$ cat src/rtl/sensor_pkg.sv
// Shared types and defaults for the alarm front-end sensor conditioner.
package sensor_pkg;

  typedef enum logic [1:0] {
    LOW  = 2'd0,
    MED  = 2'd1,
    HIGH = 2'd2
  } smoke_state_t;

  localparam int DEF_SMOKE_W       = 8;
  localparam int DEF_TH_MED        = 80;
  localparam int DEF_TH_HIGH       = 160;
  localparam int DEF_HYST          = 8;
  localparam int DEF_SMOKE_CONFIRM = 3;
  localparam int DEF_DEB_CYCLES    = 16;

  // Hold bands must stay positive and must not overlap the next class down.
  function automatic bit params_legal(input int smoke_w, input int th_med,
                                      input int th_high, input int hyst,
                                      input int confirm, input int deb);
    return (th_med > hyst) && (th_high - hyst > th_med) &&
           (th_high < (1 << smoke_w)) && (confirm >= 1) && (deb >= 2);
  endfunction

endpackage

$ cat src/rtl/sensor_conditioner_if.sv
// Sample/level bundle between the sensor inputs and the conditioned flags.
interface sensor_conditioner_if
  import sensor_pkg::*;
#(
  parameter int SMOKE_W = DEF_SMOKE_W
);
  logic [SMOKE_W-1:0] smoke_level;
  logic               smoke_valid;
  logic               glp_raw;
  logic               fe_raw;
  logic               apag_raw;
  logic               humom;
  logic               humoa;
  logic               glp;
  logic               fe;
  logic               apagsis;
  logic               change;

  modport master (
    output smoke_level, smoke_valid, glp_raw, fe_raw, apag_raw,
    input  humom, humoa, glp, fe, apagsis, change
  );

  modport slave (
    input  smoke_level, smoke_valid, glp_raw, fe_raw, apag_raw,
    output humom, humoa, glp, fe, apagsis, change
  );
endinterface

$ cat src/rtl/sensor_debounce.sv
// Two-flop synchroniser plus stability counter for one async digital line.
module sensor_debounce
  import sensor_pkg::*;
#(
  parameter int DEB_CYCLES = DEF_DEB_CYCLES
) (
  input  logic clk,
  input  logic reset,
  input  logic raw,
  output logic level,
  output logic flip
);
  localparam int CW = $clog2(DEB_CYCLES + 1);

  logic          sync1;
  logic          sync2;
  logic [CW-1:0] cnt;

  // flip tells the parent that level toggles on the coming edge.
  assign flip = (sync2 != level) && (cnt == CW'(DEB_CYCLES - 1));

  always_ff @(posedge clk or posedge reset) begin
    if (reset) begin
      sync1 <= 1'b0;
      sync2 <= 1'b0;
      cnt   <= '0;
      level <= 1'b0;
    end else begin
      sync1 <= raw;
      sync2 <= sync1;
      if (sync2 == level) begin
        cnt <= '0;
      end else if (flip) begin
        level <= sync2;
        cnt   <= '0;
      end else begin
        cnt <= cnt + CW'(1);
      end
    end
  end

endmodule

$ cat src/rtl/sensor_conditioner.sv
// Smoke classifier with hysteresis/confirmation plus three debounced digital
// lines; change pulses in the cycle any conditioned flag takes a new value.
module sensor_conditioner
  import sensor_pkg::*;
#(
  parameter int SMOKE_W       = DEF_SMOKE_W,
  parameter int TH_MED        = DEF_TH_MED,
  parameter int TH_HIGH       = DEF_TH_HIGH,
  parameter int HYST          = DEF_HYST,
  parameter int SMOKE_CONFIRM = DEF_SMOKE_CONFIRM,
  parameter int DEB_CYCLES    = DEF_DEB_CYCLES
) (
  input logic                 clk,
  input logic                 reset,
  sensor_conditioner_if.slave bus
);
  localparam int CW = $clog2(SMOKE_CONFIRM + 1);

  localparam logic [SMOKE_W-1:0] HIGH_ENTER = SMOKE_W'(TH_HIGH);
  localparam logic [SMOKE_W-1:0] HIGH_HOLD  = SMOKE_W'(TH_HIGH - HYST);
  localparam logic [SMOKE_W-1:0] MED_ENTER  = SMOKE_W'(TH_MED);
  localparam logic [SMOKE_W-1:0] MED_HOLD   = SMOKE_W'(TH_MED - HYST);

  if (!params_legal(SMOKE_W, TH_MED, TH_HIGH, HYST, SMOKE_CONFIRM, DEB_CYCLES))
  begin : g_bad_params
    $error("sensor_conditioner: illegal threshold/hysteresis parameters");
  end

  smoke_state_t  state;
  smoke_state_t  state_next;
  smoke_state_t  cand;
  smoke_state_t  cand_next;
  smoke_state_t  smoke_class;
  logic [CW-1:0] cnt;
  logic [CW-1:0] cnt_next;
  logic [CW-1:0] run_len;
  logic          glp_flip;
  logic          fe_flip;
  logic          apag_flip;

  sensor_debounce #(.DEB_CYCLES(DEB_CYCLES)) u_glp (
    .clk(clk), .reset(reset), .raw(bus.glp_raw), .level(bus.glp), .flip(glp_flip)
  );

  sensor_debounce #(.DEB_CYCLES(DEB_CYCLES)) u_fe (
    .clk(clk), .reset(reset), .raw(bus.fe_raw), .level(bus.fe), .flip(fe_flip)
  );

  sensor_debounce #(.DEB_CYCLES(DEB_CYCLES)) u_apag (
    .clk(clk), .reset(reset), .raw(bus.apag_raw), .level(bus.apagsis), .flip(apag_flip)
  );

  // Hold bands only apply when already in (or above) the class being held.
  always_comb begin
    smoke_class = LOW;
    if (bus.smoke_level >= HIGH_ENTER)
      smoke_class = HIGH;
    else if (state == HIGH && bus.smoke_level >= HIGH_HOLD)
      smoke_class = HIGH;
    else if (bus.smoke_level >= MED_ENTER)
      smoke_class = MED;
    else if (state != LOW && bus.smoke_level >= MED_HOLD)
      smoke_class = MED;
  end

  always_comb begin
    state_next = state;
    cand_next  = cand;
    cnt_next   = cnt;
    run_len    = '0;
    if (bus.smoke_valid) begin
      if (smoke_class == state) begin
        cnt_next = '0;
      end else begin
        run_len   = (smoke_class == cand) ? cnt + CW'(1) : CW'(1);
        cand_next = smoke_class;
        if (run_len == CW'(SMOKE_CONFIRM)) begin
          state_next = smoke_class;
          cnt_next   = '0;
        end else begin
          cnt_next = run_len;
        end
      end
    end
  end

  // Flags are loaded from next-state so change lines up with the new values.
  always_ff @(posedge clk or posedge reset) begin
    if (reset) begin
      state      <= LOW;
      cand       <= LOW;
      cnt        <= '0;
      bus.humom  <= 1'b0;
      bus.humoa  <= 1'b0;
      bus.change <= 1'b0;
    end else begin
      state      <= state_next;
      cand       <= cand_next;
      cnt        <= cnt_next;
      bus.humom  <= (state_next == MED);
      bus.humoa  <= (state_next == HIGH);
      bus.change <= (state_next != state) | glp_flip | fe_flip | apag_flip;
    end
  end

endmodule

$ cat src/flat_wrapper.sv
// flat-port wrapper written by rule: the top's interface ports become plain ports
module sensor_conditioner_flat import sensor_pkg::*;
#(
  parameter int SMOKE_W       = DEF_SMOKE_W,
  parameter int TH_MED        = DEF_TH_MED,
  parameter int TH_HIGH       = DEF_TH_HIGH,
  parameter int HYST          = DEF_HYST,
  parameter int SMOKE_CONFIRM = DEF_SMOKE_CONFIRM,
  parameter int DEB_CYCLES    = DEF_DEB_CYCLES
)
  (clk, reset, bus_smoke_level, bus_smoke_valid, bus_glp_raw, bus_fe_raw, bus_apag_raw, bus_humom, bus_humoa, bus_glp, bus_fe, bus_apagsis, bus_change);
  sensor_conditioner_if #(.SMOKE_W(SMOKE_W)) bus_i ();
  input logic clk;
  input logic reset;
  input wire logic [$bits(bus_i.smoke_level)-1:0] bus_smoke_level;
  input wire logic [$bits(bus_i.smoke_valid)-1:0] bus_smoke_valid;
  input wire logic [$bits(bus_i.glp_raw)-1:0] bus_glp_raw;
  input wire logic [$bits(bus_i.fe_raw)-1:0] bus_fe_raw;
  input wire logic [$bits(bus_i.apag_raw)-1:0] bus_apag_raw;
  output wire logic [$bits(bus_i.humom)-1:0] bus_humom;
  output wire logic [$bits(bus_i.humoa)-1:0] bus_humoa;
  output wire logic [$bits(bus_i.glp)-1:0] bus_glp;
  output wire logic [$bits(bus_i.fe)-1:0] bus_fe;
  output wire logic [$bits(bus_i.apagsis)-1:0] bus_apagsis;
  output wire logic [$bits(bus_i.change)-1:0] bus_change;
  assign bus_i.smoke_level = bus_smoke_level;
  assign bus_i.smoke_valid = bus_smoke_valid;
  assign bus_i.glp_raw = bus_glp_raw;
  assign bus_i.fe_raw = bus_fe_raw;
  assign bus_i.apag_raw = bus_apag_raw;
  assign bus_humom = bus_i.humom;
  assign bus_humoa = bus_i.humoa;
  assign bus_glp = bus_i.glp;
  assign bus_fe = bus_i.fe;
  assign bus_apagsis = bus_i.apagsis;
  assign bus_change = bus_i.change;
  sensor_conditioner #(.SMOKE_W(SMOKE_W), .TH_MED(TH_MED), .TH_HIGH(TH_HIGH), .HYST(HYST), .SMOKE_CONFIRM(SMOKE_CONFIRM), .DEB_CYCLES(DEB_CYCLES)) u_core (.clk(clk), .reset(reset), .bus(bus_i));
endmodule
$ cat config.mk
export PLATFORM = sky130hd
export DESIGN_NAME = sensor_conditioner_flat
export DESIGN_NICKNAME = d
export VERILOG_FILES = /design/src/rtl/sensor_pkg.sv /design/src/rtl/sensor_conditioner_if.sv /design/src/rtl/sensor_debounce.sv /design/src/rtl/sensor_conditioner.sv /design/src/flat_wrapper.sv
export SDC_FILE = /design/constraint.sdc
export NUM_CORES = 1
export LEC_CHECK = 0
export ABC_AREA = 1
export BUFFER_PORTS_ARGS = -buffer_cell sky130_fd_sc_hd__buf_2
export CAP_MARGIN = 20
export CORE_MARGIN = 2
export CORE_UTILIZATION = 50
export CTS_CLUSTER_SIZE = 40
export DETAILED_ROUTE_END_ITERATION = 7
export PLACE_DENSITY = 0.71
export SYNTH_ARGS = -nofsm -noshare
export SYNTH_HDL_FRONTEND = slang
export SYNTH_SLANG_ARGS = --single-unit
$ cat constraint.sdc
create_clock -name clk -period 2.33 [get_ports clk]
set_input_delay 0.5825 -clock clk [delete_from_list [all_inputs] [get_ports clk]]
set_output_delay 0.5825 -clock clk [all_outputs]
set_load 0.01 [all_outputs]
After elaboration in Yosys (flattened, before gate mapping):

Cells that the tools add are included.

* output and inout bits: 6
* flip-flop bits (word level): 33
* word-level logic and storage cells: 75

* reduce and logical (&&, ||, !) cells: 10
* equal/unequal tests: 16
* muxes and demuxes: 16
* $lt $le $gt $ge: 4
* $add $sub $neg: 4
* bitwise gates (word level): 7

Operator list (count)
* $mux W5: 6
* $mux W2: 9
* $ge A8 B7 Y1 const B: 2
* $ge A8 B8 Y1 const B: 2
* $add A5 B1 Y5 const B: 3
* $eq A5 B4 Y1 const B: 3
* $reduce_and A2 Y1: 4
* $eq A2 B2 Y1 const B: 3
* $logic_and A1 B1 Y1: 5
* $eq A2 B2 Y1: 2
* $not A1 Y1: 4
* $eq A1 B1 Y1: 3
* $ne A1 B1 Y1: 3
* $or A1 B1 Y1: 3
* $add A2 B1 Y2 const B: 1
* $eq A2 B1 Y1 const B: 1
* $ne A2 B2 Y1: 1
* $reduce_bool A2 Y1: 1
* $mux W1: 1

Longest topological paths before layout:

* word-level depth: 16
* depth in mapped cells: 12

Cells and area by module:

Synthesis repeated with hierarchy kept, for this count alone.

* cells, all modules: 199
* area, all modules: 1660.3 um^2

By module, submodules not included
* sensor_debounce: area each 349.1 um^2, cells each 40, seq. area each 200.2 um^2, times used 3
* sensor_conditioner: area each 613.1 um^2, cells each 79, seq. area each 225.2 um^2, times used 1

Least setup slack after synthesis:

OpenSTA, ideal clock, no wires.

* path kind: input to register
* start: input bus_smoke_level[5]
* end: register u_core.bus.humom
* slack: 0.782 ns
* path buffers: 0
* arrival: 1.479 ns
* stages on the path: 11
* cell sequence: nor2_1 -> nand2_2 -> nand2_4 -> nand2_2 -> nand2_2 -> nand2_2 -> nor2_4 -> nand2_1 -> nand2_1 -> nand2_2 -> nor2_2

* longest elaborated chain between the ends: 13

RTL lines
* start, declared: line flat_wrapper.sv:15 `input wire logic [$bits(bus_i.smoke_level)-1:0] bus_smoke_level;`
* $ge A8 B7 Y1: line sensor_conditioner.sv:62 `else if (state != LOW && bus.smoke_level >= MED_HOLD)`
* $logic_and A1 B1 Y1: line sensor_conditioner.sv:62
* $mux W1: line sensor_conditioner.sv:62
* $mux W2: line sensor_conditioner.sv:60 `else if (bus.smoke_level >= MED_ENTER)`
* $mux W2: line sensor_conditioner.sv:58 `else if (state == HIGH && bus.smoke_level >= HIGH_HOLD)`
* $mux W2 *: line sensor_conditioner.sv:56 `if (bus.smoke_level >= HIGH_ENTER)`
* $eq A2 B2 Y1: line sensor_conditioner.sv:75 `run_len = (smoke_class == cand) ? cnt + CW'(1) : CW'(1);`
* $mux W2: line sensor_conditioner.sv:75
* $eq A2 B2 Y1: line sensor_conditioner.sv:77 `if (run_len == CW'(SMOKE_CONFIRM)) begin`
* $mux W2: line sensor_conditioner.sv:77
* $mux W2 *: line sensor_conditioner.sv:72 `if (smoke_class == state) begin`
* $mux W2 *: line sensor_conditioner.sv:71 `if (bus.smoke_valid) begin`
* net u_core.state_next[1]: line sensor_conditioner.sv:30 `smoke_state_t state_next;`
* $eq A2 B1 Y1 *: line sensor_conditioner.sv:100 `bus.humom <= (state_next == MED);`
* end signal, assigned: line sensor_conditioner.sv:100
* end, declared: line sensor_conditioner_if.sv:26 `output humom, humoa, glp, fe, apagsis, change`

Mark *: on every way through the listed nets, which the timed path passes. The rest lies on a longest branch.
A chain may end at the register's enable or synchronous reset.

Worst setup path after layout:

* start: register u_core.state[0]
* end: register u_core.cand[0]

* longest elaborated chain between the ends: 9

RTL lines
* start, declared: line sensor_conditioner.sv:29 `smoke_state_t state;`
* start signal, assigned: line sensor_conditioner.sv:97 `state <= state_next;`
* $reduce_bool A2 Y1: line sensor_conditioner.sv:62
* $logic_and A1 B1 Y1: line sensor_conditioner.sv:62
* $mux W1: line sensor_conditioner.sv:62
* $mux W2: line sensor_conditioner.sv:60
* $mux W2: line sensor_conditioner.sv:58
* $mux W2: line sensor_conditioner.sv:56
* $eq A2 B2 Y1: line sensor_conditioner.sv:72
* $not A1 Y1 (no source line)
* $reduce_and A2 Y1 (no source line)
* end signal, assigned: line sensor_conditioner.sv:98 `cand <= cand_next;`
* end, declared: line sensor_conditioner.sv:31 `smoke_state_t cand;`

Parallel ways exist; a longest one is shown, timed or not.

==> metrics.cfg <==
[synthesis]
postSynthRegisterBits = 33
synth_sequential_area_ratio = 0.5603
synthesis.area_um2 = 1474
synth-edff-count = 0
synth_async_sr_flop_share = 1.000
post_synth_num_cell_types = 21
synth_top_cells_by_area = sky130_fd_sc_hd__dfrtp_1, sky130_fd_sc_hd__nand2_1, sky130_fd_sc_hd__inv_1, sky130_fd_sc_hd__nor2_1, sky130_fd_sc_hd__nand3_1
syn_inst = 162
synth-warning-count = 0
synthDominantCellAreaShare = 0.5603
synth_fp_nets = 179
netlist.top_cell.by_area = sky130_fd_sc_hd__dfrtp_1
synth_top_cells_by_count = sky130_fd_sc_hd__dfrtp_1, sky130_fd_sc_hd__nand2_1, sky130_fd_sc_hd__inv_1, sky130_fd_sc_hd__nor2_1, sky130_fd_sc_hd__nand3_1
synth_area_per_cell_um2 = 9.098
synthFlopType = sky130_fd_sc_hd__dfrtp_1

[sta]
setup_violators_final = 0
rsz0062_at_grt = no
fmax_mhz = 621.6
fin_crit_sh = 0.6904
fin_setup_tns_ps = 0
fin_worst_skew_ps = 10.46
slew_headroom = 0.5825
slew_worst_pin_ps = 621.4
setup_slack_ps = 721.3
report.final.hold_viol_count = 0
layout_min_cycle_time_ps = 1609
report.final.slew_viol_count = 0

[worst_setup_path]
crit_arrival_ps = 1820
critical_path.startpoint_type = flip-flop
worst_setup_path_end_kind = flip-flop
crit_path_start = u_core.state[0]
crit_type = reg -> reg
cp_data_required_time_ps = 2540
startpoint_of_the_worst_slack_reg_to_reg_timing_path = u_core.state[0]
path_max_fanout = 9

[clock_tree]
number_of_cts_inserted_buffers = 5
cts_repair_resize_count = 0
htree_levels = 2
clkSlewWorstSetupHoldPaths_ps = 100
post_cts_buffers = 0
cts_buffer_depth = 2
clk_sinks = 33
clock_tree_from_tritoncts = built
cts_hold_buffers = 0
insertion_delay_ps = 330
clock-root-buffer = sky130_fd_sc_hd__clkbuf_4

[grt]
globalRouteTotalUtil = 0.1750
number_of_global_route_vias_before_repair = 1080
grt_remaining_overflow = 0
grt_pass1_wl_um = 4333
grt_antenna_before_repair = 0
grt_start_max_net_pins = 34

[route]
route.detailed.wl_per_inst_um = 10.80
avgViaCountPerCell = 5.092
dr.first_iter.drc_count = 30
ant_nets = 0
detailroute.via_count = 1110
route.detailed.drc = 0
first_pass_iters = 6
wl_um = 2355

[run]
max_cap_violations = 0

[power]
fin_total_pwr_uw = 1300
power_per_cell_area_nw_per_um2 = 778.4
cellLeakagePower_uw = 0.0008990
peakVddDrop_mv = 0.6313

[floorplanning]
fp.dieArea_um2 = 3398
initial_core_util = 0.5299
floorplan.die.height_um = 58.30
die_width_um = 58.30
ioPinCount = 20
fp-row-count = 19
core_um2 = 2781

[run_status]
status = finished, final reports clean

[hold_path]
hold_removal_path_class = in -> async

[final_layout]
fillers = 245
finalInstanceArea_um2 = 1670
multi_input_comb_area_um2 = 558.0
layout_stage_area_growth_over_the_synthesis_result_pct = 13.33
seqCellArea_um2 = 825.8
layout-drive-gt1-share = 0.2086
nets = 203
ant_diodes = 0

[place]
routabilityCongestion = 0.8315
detailed_place_hpwl_um = 1795
dpl_cell_area_um2 = 1600
io_buffer_count = 16
place_ws_ps = 519.9

state kept, by name, summed over array words and instances, names as in the netlist:
register / cells
u_core.u_fe.cnt: 5
u_core.u_glp.sync2: 1
u_core.bus.humom: 1
u_core.cnt: 2
u_core.u_glp.level: 1
u_core.bus.humoa: 1
u_core.u_fe.sync1: 1
u_core.u_fe.sync2: 1
u_core.u_apag.cnt: 5
u_core.bus.change: 1
u_core.u_apag.sync1: 1
u_core.u_glp.sync1: 1
u_core.state: 2
u_core.u_fe.level: 1
u_core.u_glp.cnt: 5
u_core.cand: 2
u_core.u_apag.sync2: 1
u_core.u_apag.level: 1
worst max-delay path, cell delays in order (launching register included):
cell                      delay [ps]
sky130_fd_sc_hd__dfrtp_1         430
sky130_fd_sc_hd__inv_1           100
sky130_fd_sc_hd__nand4_1          90
sky130_fd_sc_hd__nand2_2         110
sky130_fd_sc_hd__nand2_4          90
sky130_fd_sc_hd__nand2_1         130
sky130_fd_sc_hd__nand2_1          60
sky130_fd_sc_hd__nand3_1         160
sky130_fd_sc_hd__nand2_1         150
sky130_fd_sc_hd__nand2_1          80
sky130_fd_sc_hd__o21ai_0          70
cell type report:
cell class / count / share of cell area
Tap cell: 31 / 0.02322
Timing Repair Buffer: 17 / 0.05243
Clock inverter: 1 / 0.002996
Multi-Input combinational cell: 105 / 0.3341
Sequential cell: 33 / 0.4944
Clock buffer: 7 / 0.03895
Inverter: 24 / 0.05393
power by group:
group | switching (uW) | internal, uW
Sequential | 46.7 | 639
Clock | 185 | 175
Combinational | 160 | 94.5
Total | 392 | 909
placed cells by master, fill, tap and decap left out, types with 2 or more instances in the layout:
cell	instances
sky130_fd_sc_hd__inv_1	24
sky130_fd_sc_hd__clkbuf_4	5
sky130_fd_sc_hd__mux2_2	3
sky130_fd_sc_hd__dfrtp_1	33
sky130_fd_sc_hd__nand3_1	13
sky130_fd_sc_hd__clkbuf_8	2
sky130_fd_sc_hd__ha_1	3
sky130_fd_sc_hd__buf_2	16
sky130_fd_sc_hd__a21oi_1	4
sky130_fd_sc_hd__nand2_1	33
sky130_fd_sc_hd__nor2_1	20
sky130_fd_sc_hd__xor2_1	3
sky130_fd_sc_hd__nor2_2	2
sky130_fd_sc_hd__nand4_1	4
sky130_fd_sc_hd__o211ai_1	3
sky130_fd_sc_hd__nand2_2	6
sky130_fd_sc_hd__o21ai_0	4
per-stage QoR:
step / hold slack (ps) / cells / util
3_5_place_dp: 335.6 / 210 / 0.5753
4_1_cts: 313.5 / 218 / 0.6005
5_1_grt: 324.9 / 218 / 0.6005
2_1_floorplan: 331.2 / 162 / -
6_report: 315.3 / 218 / 0.6005
3_3_place_gp: 332.1 / 210 / 0.5753
metal layers:
metal	GRT usage	wire, um
met5	0	0
met4	0.1063	70
met3	0.06593	126
met2	0.2921	1142
met1	0.1873	1016
worst paths after layout:
kind,slack (ps),depth (start not counted),to
worst max-delay path,720,10,u_core.cand[0]
worst min-delay path,320,3,u_core.u_fe.cnt[4]
worst max register to register,720,10,u_core.cand[0]
worst min register to register,350,0,u_core.u_fe.sync2
max in group asynchronous,1720,3,u_core.cnt[1]
min in group clk,350,1,u_core.u_glp.sync1
cell families (layout without fill, tap and decap cells):
family,count (synthesis),after routing,share of synthesized area
DFF,33,33,0.5603
AOI/OAI and AO/OA,13,13,0.05179
buffers and inverters,24,49,0.06112
muxes,3,3,0.02292
and+or+nand+nor,83,83,0.2606
xor gates and xnor gates,3,3,0.01783
adders and majority gates,3,3,0.02547
Power figures use the tool's default switching activity.
